==> config.mk <==
export PLATFORM = sky130hd
export DESIGN_NAME = sgd_data_feeder
export DESIGN_NICKNAME = d
export VERILOG_FILES = /design/src/rtl/sgd_data_feeder.sv
export SDC_FILE = /design/constraint.sdc
export NUM_CORES = 2
export LEC_CHECK = 0
export ABC_AREA = 1
export CORE_MARGIN = 10
export CORE_UTILIZATION = 30
export CTS_BUF_LIST = sky130_fd_sc_hd__clkbuf_4
export DETAILED_ROUTE_END_ITERATION = 6
export SETUP_SLACK_MARGIN = 0.4
export SYNTH_ARGS = -nofsm -noshare
export SYNTH_HDL_FRONTEND = slang
export SYNTH_SLANG_ARGS = --single-unit
==> constraint.sdc <==
create_clock -name CLK -period 4.2 [get_ports CLK]
set_input_delay 0.42 -clock CLK [delete_from_list [all_inputs] [get_ports CLK]]
set_output_delay 0.42 -clock CLK [all_outputs]
set_load 0.01 [all_outputs]
==> src/rtl/sgd_data_feeder.sv <==
// Loads a serial word stream into a row store (Y plus features per row) and serves rows to the trainer.
// Optional macro FEEDER_ZERO_PAD_EN: clear unused feature slots when a row is committed.
module sgd_data_feeder #(
  parameter int ADDR_WIDTH   = 12,
  parameter int MAX_FEATURES = 15,
  parameter int LENGTH       = 16,
  parameter int DATA_WIDTH   = LENGTH*(MAX_FEATURES+1),
  parameter int DP           = 10
) (
  input  logic                         CLK,
  input  logic                         RST,
  input  logic                         load_start,
  input  logic [3:0]                   feat,
  input  logic [ADDR_WIDTH-1:0]        data_points,
  input  logic [LENGTH-1:0]            in_word,
  input  logic                         in_valid,
  output logic                         in_ready,
  input  logic [ADDR_WIDTH-1:0]        addr,
  output logic signed [DATA_WIDTH-1:0] data,
  output logic                         loaded,
  output logic                         err
);
  localparam int NS  = MAX_FEATURES + 1;
  localparam int WCW = $clog2(NS + 1);
  localparam int DPW = (DP > 1) ? $clog2(DP) : 1;
`ifdef FEEDER_ZERO_PAD_EN
  localparam bit ZERO_PAD = 1'b1;
`else
  localparam bit ZERO_PAD = 1'b0;
`endif

  typedef enum logic [1:0] {IDLE, LOAD, SERVE, ERR} state_e;

  state_e                     state_q, state_d;
  logic [WCW-1:0]             feat_q, feat_d, word_cnt_q, word_cnt_d;
  logic [ADDR_WIDTH-1:0]      npts_q, npts_d, row_cnt_q, row_cnt_d;
  logic [NS-1:0][LENGTH-1:0]  rowbuf_q, rowbuf_d;
  logic [DATA_WIDTH-1:0]      data_q, data_d;
  logic                       loaded_q, loaded_d, err_q, err_d;

  logic                       hs, commit, dp_bad;
  logic [WCW-1:0]             feat_clamp;
  logic [NS-1:0][LENGTH-1:0]  rd_words;
  logic [DPW-1:0]             wr_idx, rd_idx;

  assign in_ready = (state_q == LOAD);
  assign data     = data_q;
  assign loaded   = loaded_q;
  assign err      = err_q;

  // A restart request wins over a word offered in the same cycle.
  assign hs     = (state_q == LOAD) && in_valid && !load_start;
  assign commit = hs && (word_cnt_q == feat_q) && !RST;
  assign wr_idx = row_cnt_q[DPW-1:0];
  assign rd_idx = addr[DPW-1:0];
  assign dp_bad = (data_points == '0) || (32'(data_points) > DP);

  always_comb begin
    feat_clamp = WCW'(MAX_FEATURES);
    if (32'(feat) <= MAX_FEATURES) feat_clamp = WCW'(feat);
  end

  always_comb begin
    state_d    = state_q;
    feat_d     = feat_q;
    npts_d     = npts_q;
    word_cnt_d = word_cnt_q;
    row_cnt_d  = row_cnt_q;
    rowbuf_d   = rowbuf_q;
    err_d      = err_q;
    case (state_q)
      IDLE, LOAD, SERVE: begin
        if (load_start) begin
          if (dp_bad) begin
            state_d = ERR;
            err_d   = 1'b1;
          end else begin
            state_d    = LOAD;
            feat_d     = feat_clamp;
            npts_d     = data_points;
            word_cnt_d = '0;
            row_cnt_d  = '0;
          end
        end else if (hs) begin
          for (int j = 0; j < NS; j++)
            if (word_cnt_q == WCW'(j)) rowbuf_d[j] = in_word;
          if (word_cnt_q == feat_q) begin
            word_cnt_d = '0;
            row_cnt_d  = row_cnt_q + ADDR_WIDTH'(1);
            if (row_cnt_q == npts_q - ADDR_WIDTH'(1)) state_d = SERVE;
          end else begin
            word_cnt_d = word_cnt_q + WCW'(1);
          end
        end
      end
      default: ;
    endcase
  end

  always_comb begin
    loaded_d = (state_q == SERVE) && !load_start;
    data_d   = '0;
    if (loaded_d && (addr < npts_q))
      for (int j = 0; j < NS; j++)
        data_d[DATA_WIDTH-1-LENGTH*j -: LENGTH] = rd_words[j];
  end

  always_ff @(posedge CLK) begin
    if (RST) begin
      state_q    <= IDLE;
      feat_q     <= '0;
      npts_q     <= '0;
      word_cnt_q <= '0;
      row_cnt_q  <= '0;
      rowbuf_q   <= '0;
      data_q     <= '0;
      loaded_q   <= 1'b0;
      err_q      <= 1'b0;
    end else begin
      state_q    <= state_d;
      feat_q     <= feat_d;
      npts_q     <= npts_d;
      word_cnt_q <= word_cnt_d;
      row_cnt_q  <= row_cnt_d;
      rowbuf_q   <= rowbuf_d;
      data_q     <= data_d;
      loaded_q   <= loaded_d;
      err_q      <= err_d;
    end
  end

  // One storage column per slot; the last word bypasses the row buffer on commit.
  for (genvar j = 0; j < NS; j++) begin : g_slot
    logic [LENGTH-1:0] slot_mem [DP];
    logic [LENGTH-1:0] wdata;
    logic              we;
    always_comb begin
      wdata = (word_cnt_q == WCW'(j)) ? in_word : rowbuf_q[j];
      we    = commit && ((WCW'(j) <= feat_q) || ZERO_PAD);
      if (WCW'(j) > feat_q) wdata = '0;
    end
    always_ff @(posedge CLK) begin
      if (we) slot_mem[wr_idx] <= wdata;
    end
    assign rd_words[j] = slot_mem[rd_idx];
  end
endmodule
* After elaboration in Yosys (flattened, before gate mapping)
Memories as Yosys holds them, arrays and structs flattened. A register that Yosys moved wholly into a read port is not among the register bits.
Cells that the tools add are included.
** Operators by class
- Add/subtract/negate cells :: 3
- Order comparisons :: 34
- Equal/unequal tests :: 20
- Mux-type cells :: 77
- Bitwise operators :: 3
- Reductions and logical operators :: 39
** Operators by type and width (number)
- 16-bit two-way mux :: 32
- 12-bit two-way mux :: 4
- 5-bit by 4-bit equality test with 1-bit output (second input constant) :: 8
- 4-bit > comparator (first input constant) :: 8
- 4-bit <= comparator (first input constant) :: 8
- 1-bit two-way mux :: 32
- 1-bit logical AND :: 22
- 5-bit by 3-bit equality test with 1-bit output (second input constant) :: 4
- 5-bit two-way mux :: 4
- 3-bit by 4-bit > comparator with 1-bit output (first input constant) :: 4
- 3-bit by 4-bit <= comparator with 1-bit output (first input constant) :: 4
- 12-bit by 1-bit adder with 12-bit output (second input constant) :: 1
- 12-bit equality test :: 1
- 12-bit by 4-bit > comparator with 1-bit output (second input constant) :: 1
- 12-bit logical NOT :: 1
- 12-bit less-than comparator :: 1
- 3-bit AND reduction :: 4
- 12-bit by 1-bit subtractor with 12-bit output (second input constant) :: 1
- 5-bit by 2-bit equality test with 1-bit output (second input constant) :: 2
- 2-bit two-way mux :: 5
- 1-bit by 4-bit > comparator with 1-bit output (first input constant) :: 2
- 2-bit by 4-bit > comparator with 1-bit output (first input constant) :: 2
- 1-bit by 4-bit <= comparator with 1-bit output (first input constant) :: 2
- 2-bit by 4-bit <= comparator with 1-bit output (first input constant) :: 2
- other kinds (15) :: 21
** Storage, ports and cells
- Flip-flop bits (word level) :: 293
- RAM bits :: 2560
- Input bits :: 48
- Logic and storage cells :: 215
- Memories :: 16
** Memory list
- g_slot[0].slot_mem :: depth 10, bits a word 16, read ports 1, clocked after Yosys merged registers in 1, wr ports 1, line 134 : logic [LENGTH-1:0] slot_mem [DP];
- g_slot[10].slot_mem :: depth 10, bits a word 16, read ports 1, clocked after Yosys merged registers in 1, wr ports 1, line 134
- g_slot[11].slot_mem :: depth 10, bits a word 16, read ports 1, clocked after Yosys merged registers in 1, wr ports 1, line 134
- g_slot[12].slot_mem :: depth 10, bits a word 16, read ports 1, clocked after Yosys merged registers in 1, wr ports 1, line 134
- g_slot[13].slot_mem :: depth 10, bits a word 16, read ports 1, clocked after Yosys merged registers in 1, wr ports 1, line 134
- g_slot[14].slot_mem :: depth 10, bits a word 16, read ports 1, clocked after Yosys merged registers in 1, wr ports 1, line 134
- 10 more memories

* Longest topological paths before layout
- Word-level depth :: 8
- Mapped depth :: 15
- Depth with buffers taken out :: 15

* Worst setup path before layout
OpenSTA, ideal clock, no wires.
- Path type :: flip-flop to flip-flop
- From :: reg state_q[0]
- To :: mem g_slot[10].slot_mem[0][0], enable pin
- Setup time :: 0.388 ns
- Arrival :: 2.812 ns
- Slack :: 1.000 ns
- Cell stages (with the launch flop) :: 10
- Path buffers :: 1
- Clock period less this slack :: 3.200 ns
- Path through :: dfxtp_1 inv_1 nor2_1 nand3_1 buf_2 nor3_4 nand3_1 nor2_2 inv_1 nor2_1
** Between the ends
- Word-level cells in the longest chain between the ends :: 8
** RTL lines
- from (decl) :: line 34 : state_e state_q, state_d;
- from (signal assigned) :: line 120 : state_q <= state_d;
- 2-bit by 1-bit equality test with 1-bit output
- via in_ready :: line 17 : output logic in_ready,
- 1-bit logical AND (2 in series) :: line 52 : assign hs = (state_q == LOAD) && in_valid && !load_start;
- 1-bit logical AND (2 in series) :: line 53 : assign commit = hs && (word_cnt_q == feat_q) && !RST;
- 1-bit logical AND :: line 139 : we = commit && ((WCW'(j) <= feat_q) || ZERO_PAD);
- 1-bit two-way mux :: line 143 : if (we) slot_mem[wr_idx] <= wdata;
- 1-bit two-way mux (implied by the code) :: line 143
- to (decl) :: line 134
The timed path passes the listed nets, and every way through them passes these cells.

* Worst setup path after layout
- From :: in addr[1]
- To :: reg data_q[118], in the netlist data[118] (read register of g_slot[8].slot_mem)
** Between the ends
- Word-level cells in the longest chain between the ends :: 4
** RTL lines
- from (decl) :: line 18 : input logic [ADDR_WIDTH-1:0] addr,
- 12-bit less-than comparator :: line 103 : if (loaded_d && (addr < npts_q))
- 1-bit logical AND :: line 103
- 1-bit NOT (no source line)
- 2-bit OR reduction (no source line)
- to (decl) :: line 38 : logic [DATA_WIDTH-1:0] data_q, data_d;
Several ways; a longest one is shown, not always the timed one.
A chain may end at the register's enable or synchronous reset.

==> results.md <==
* H-tree levels at 6
* Total power at 0.0623 W
* Critical path fanouts, max at 25
* Ys Warns at 0
* Clock slew at reported path FFs at 60 ps
* PD cells at 444 nW/µm²
* Remaining global-route overflow at 0
* Core region area at 395000 µm²
* Post-Route Setup TNS at 0 ps
* Worst Path Required at 5760 ps
* Initial antenna violation count at 15
* Initial Util at 30.1%
* Minimum clock period at 3710 ps
* Die ar. at 422000 µm²
* Max-Cap Viols at 0
* Vias at 81559
* Clock tree buffer depth at 4
* Final core utilization at 35.5%
* First-pass GRT wire length at 530000 µm
* Max IR drop VDD at 0.000282 V
* Hold Path Class: in -> reg
* Fin area at 140000 µm²
* Peak Freq at 269 MHz
* Synthesis-stage register bit count at 3109
* Wire per inst at 22.2 µm
* Number of port buffers at 306
* Largest net degree at the start of global routing at 212
* Chip width at 649 µm
* Setup Buffers After CTS at 0
* M1 wire length at 155000 µm
* Worst Skew at 185 ps
* Nets at 10569
* CTS Buf Count at 779
* Layout cells sized above 1 at 16.1%
* Iteration-0 DRC Markers at 7999
* Std-Cell Rows at 231
* Routed WL at 364000 µm
* Sw frac at 23.4%
* Met2 wire length at 173000 µm
* Syn_nets at 9783
* Number of routed nets with antenna violations at 0
* Slew @ Worst Pin at 1310 ps
* TritonRoute pass-1 iters at 6
* Startpoint types: primary input
* CTS root buf: clkbuf_4
* Endpoints failing setup at 0
* Sw Pwr at 0.0146 W
* LEAKAGE at 47.4 nW
* P_int at 0.0477 W
* Status: completed
* Avg Inst Size Synth at 12.2 µm²
* Hpwl dp at 223000 µm
* WHS at 189 ps
* Comb pwr share at 4.7%
* Tcrit/Tclk final at 88.4%
* Vias/cell at 4.97
* Final hold viol count at 0
* CTS tree: built
* Seq/Total Area, Yosys at 73.9%
* RD Place Congestion at 0.796
* Part of the power in registers at 53.2%
* Met3 WL at 25300 µm
* Clk sinks at 3109
* GRT Total Usage at 16.4%
* Clock latency on the worst-skew pair at 1630 ps
* Final Max Slew Viols at 0
* Number of library cell types mapped by synthesis at 38
* Area growth syn-to-layout at 18.1%
* Placed Area at 129000 µm²
* Vias in the first global route at 79335
* Mapped cell area at 119000 µm²
* Drt drc at 0
* Clock power frac at 42.2%
* Crit. End Element: register
* DR top layer: met5
* RSZ-0062 raised after global routing: no
* Arrival @ worst endpoint at 5280 ps
* Die height at 649 µm
* Top Ports at 307
* Post-Synthesis Cells at 9714
* Slew Limit Headroom at 12.5%
* Kind of critical path: in -> reg
[metrics by stage]
stage | setup WS [ps] | std cells
floorplan | 1000 | 9714
finish | 489 | 16423
detailed placement | 328 | 14905
global route | 439 | 16418
global placement | 295 | 14905
CTS | 446 | 16412
[synth_stat cells]
cell type | count | area, µm²
o21ai_0 | 1381 | 6910
buf_1 | 54 | 203
edfxtp_1 | 2560 | 76900
o211ai_1 | 1 | 7.51
clkbuf_1 | 553 | 2080
nand4_1 | 3 | 18.8
nor4_1 | 4 | 25.0
buf_2 | 126 | 631
clkinv_1 | 3 | 11.3
o21a_1 | 1 | 7.51
a21boi_0 | 1 | 7.51
inv_1 | 96 | 360
a32o_1 | 67 | 671
nor3b_1 | 1 | 7.51
nor3_2 | 1 | 10.0
o21ai_1 | 37 | 185
xnor2_1 | 6 | 52.6
nand3_2 | 2 | 20.0
dfxtp_1 | 549 | 11000
xor2_1 | 11 | 96.3
a21oi_1 | 809 | 4050
ha_1 | 21 | 263
nor2_2 | 8 | 50.1
o22ai_1 | 405 | 2530
buf_6 | 1 | 11.3
nor3_4 | 1 | 16.3
nor2_1 | 1795 | 6740
nand4_2 | 1 | 12.5
nor3_1 | 37 | 185
nand3_1 | 34 | 170
inv_2 | 3 | 11.3
a211oi_1 | 213 | 1600
o21bai_1 | 1 | 7.51
nand2_1 | 811 | 3040
or2_2 | 1 | 6.26
o221ai_1 | 108 | 946
buf_4 | 7 | 52.6
nand3b_1 | 1 | 7.51
[worst paths after layout]
check / start / end / slack [ps] / depth (start not counted)
hold / removal: in_word[2] / rowbuf_q[130]$_SDFFE_PP0P_ / 190 / 5
setup reg to reg: state_q[0]$_SDFFE_PP0P_ / g_slot[5].slot_mem[1][2]$_DFFE_PP_ / 610 / 9
hold reg to reg: state_q[1]$_SDFFE_PP0P_ / loaded$_SDFF_PP0_ / 460 / 2
setup / recovery: addr[1] / data[118]$_SDFF_PP0_ / 490 / 11
[cells in the final DEF, fill, tap and decap left out, drive strengths merged, types with 4 or more instances in the layout]
cell type | synthesis | layout
clkinv | 3 | 179
edfxtp | 2560 | 2560
diode | 0 | 12
xor2 | 11 | 11
clkdlybuf4s50 | 0 | 301
o21ai | 1418 | 1418
a211oi | 213 | 213
clkbuf | 553 | 1231
a21oi | 809 | 809
nor3 | 39 | 39
nor4 | 4 | 4
nor2 | 1803 | 1803
a32o | 67 | 67
clkinvlp | 0 | 7
nand2 | 811 | 811
xnor2 | 6 | 6
o221ai | 108 | 108
dlygate4sd3 | 0 | 56
bufinv | 0 | 7
dfxtp | 549 | 549
ha | 21 | 21
nand3 | 36 | 36
o22ai | 405 | 405
inv | 99 | 128
nand4 | 4 | 4
buf | 188 | 389
[flip-flops by register name (all words and copies together) (netlist names)]
name / count
word_cnt_q: 5
data: 256
row_cnt_q: 12
feat_q: 4
err: 1
rowbuf_q: 256
state_q: 2
g_slot.slot_mem: 2560
npts_q: 12
loaded: 1
[timing repair]
item                                   4_1_cts  5_1_grt
endpoints found under the hold margin      527        0
hold buffers                                57        0
setup endpoints to repair                    0        6
resized for setup                            0        2
[power groups by stage]
stage,Clock [W],Sequential [W],Combinational (W)
global route,0.0286,0.0331,0.00317
floorplan,0,0.0338,0.00172
global placement,0,0.0338,0.00284
detailed placement,0,0.0338,0.00287
CTS,0.0270,0.0331,0.00292
finish,0.0263,0.0331,0.00291
[worst max-delay path, stage by stage]
cell	delay [ps]
dlygate4sd3_1	610
buf_8	290
dlygate4sd3_1	920
o21ai_0	150
dlygate4sd3_1	590
o221ai_1	170
dlygate4sd3_1	580
o21ai_0	100
dlygate4sd3_1	610
a211oi_1	230
dlygate4sd3_1	580
[metal layers]
layer  up-vias  GRT usage [%]
met5         -              0
met4        10           5.74
met3       531           3.31
met2      2947           26.8
met1     40417           21.7
li1      37654              -
[area by class of cell]
class                      instances  area (µm²)
timing repair buffer             746        7090
antenna                           12        30.0
sequential                      3109       87900
inverter                         102         428
multi-input combinational       5762       27900
fill                           38786      255000
tap                             5242        6560
clock buffer                    1231        9240
clock inverter                   219        1270
[cells by family after synthesis]
group                    share of synthesized area [%]
AO/OA/AOI/OAI                                     14.2
XOR/XNOR                                         0.125
adder cells (fa/ha/maj)                          0.221
buffers and inverters                             2.82
flip-flops                                        73.9
AND/OR/NAND/NOR                                   8.67
Power figures use the tool's default switching activity.
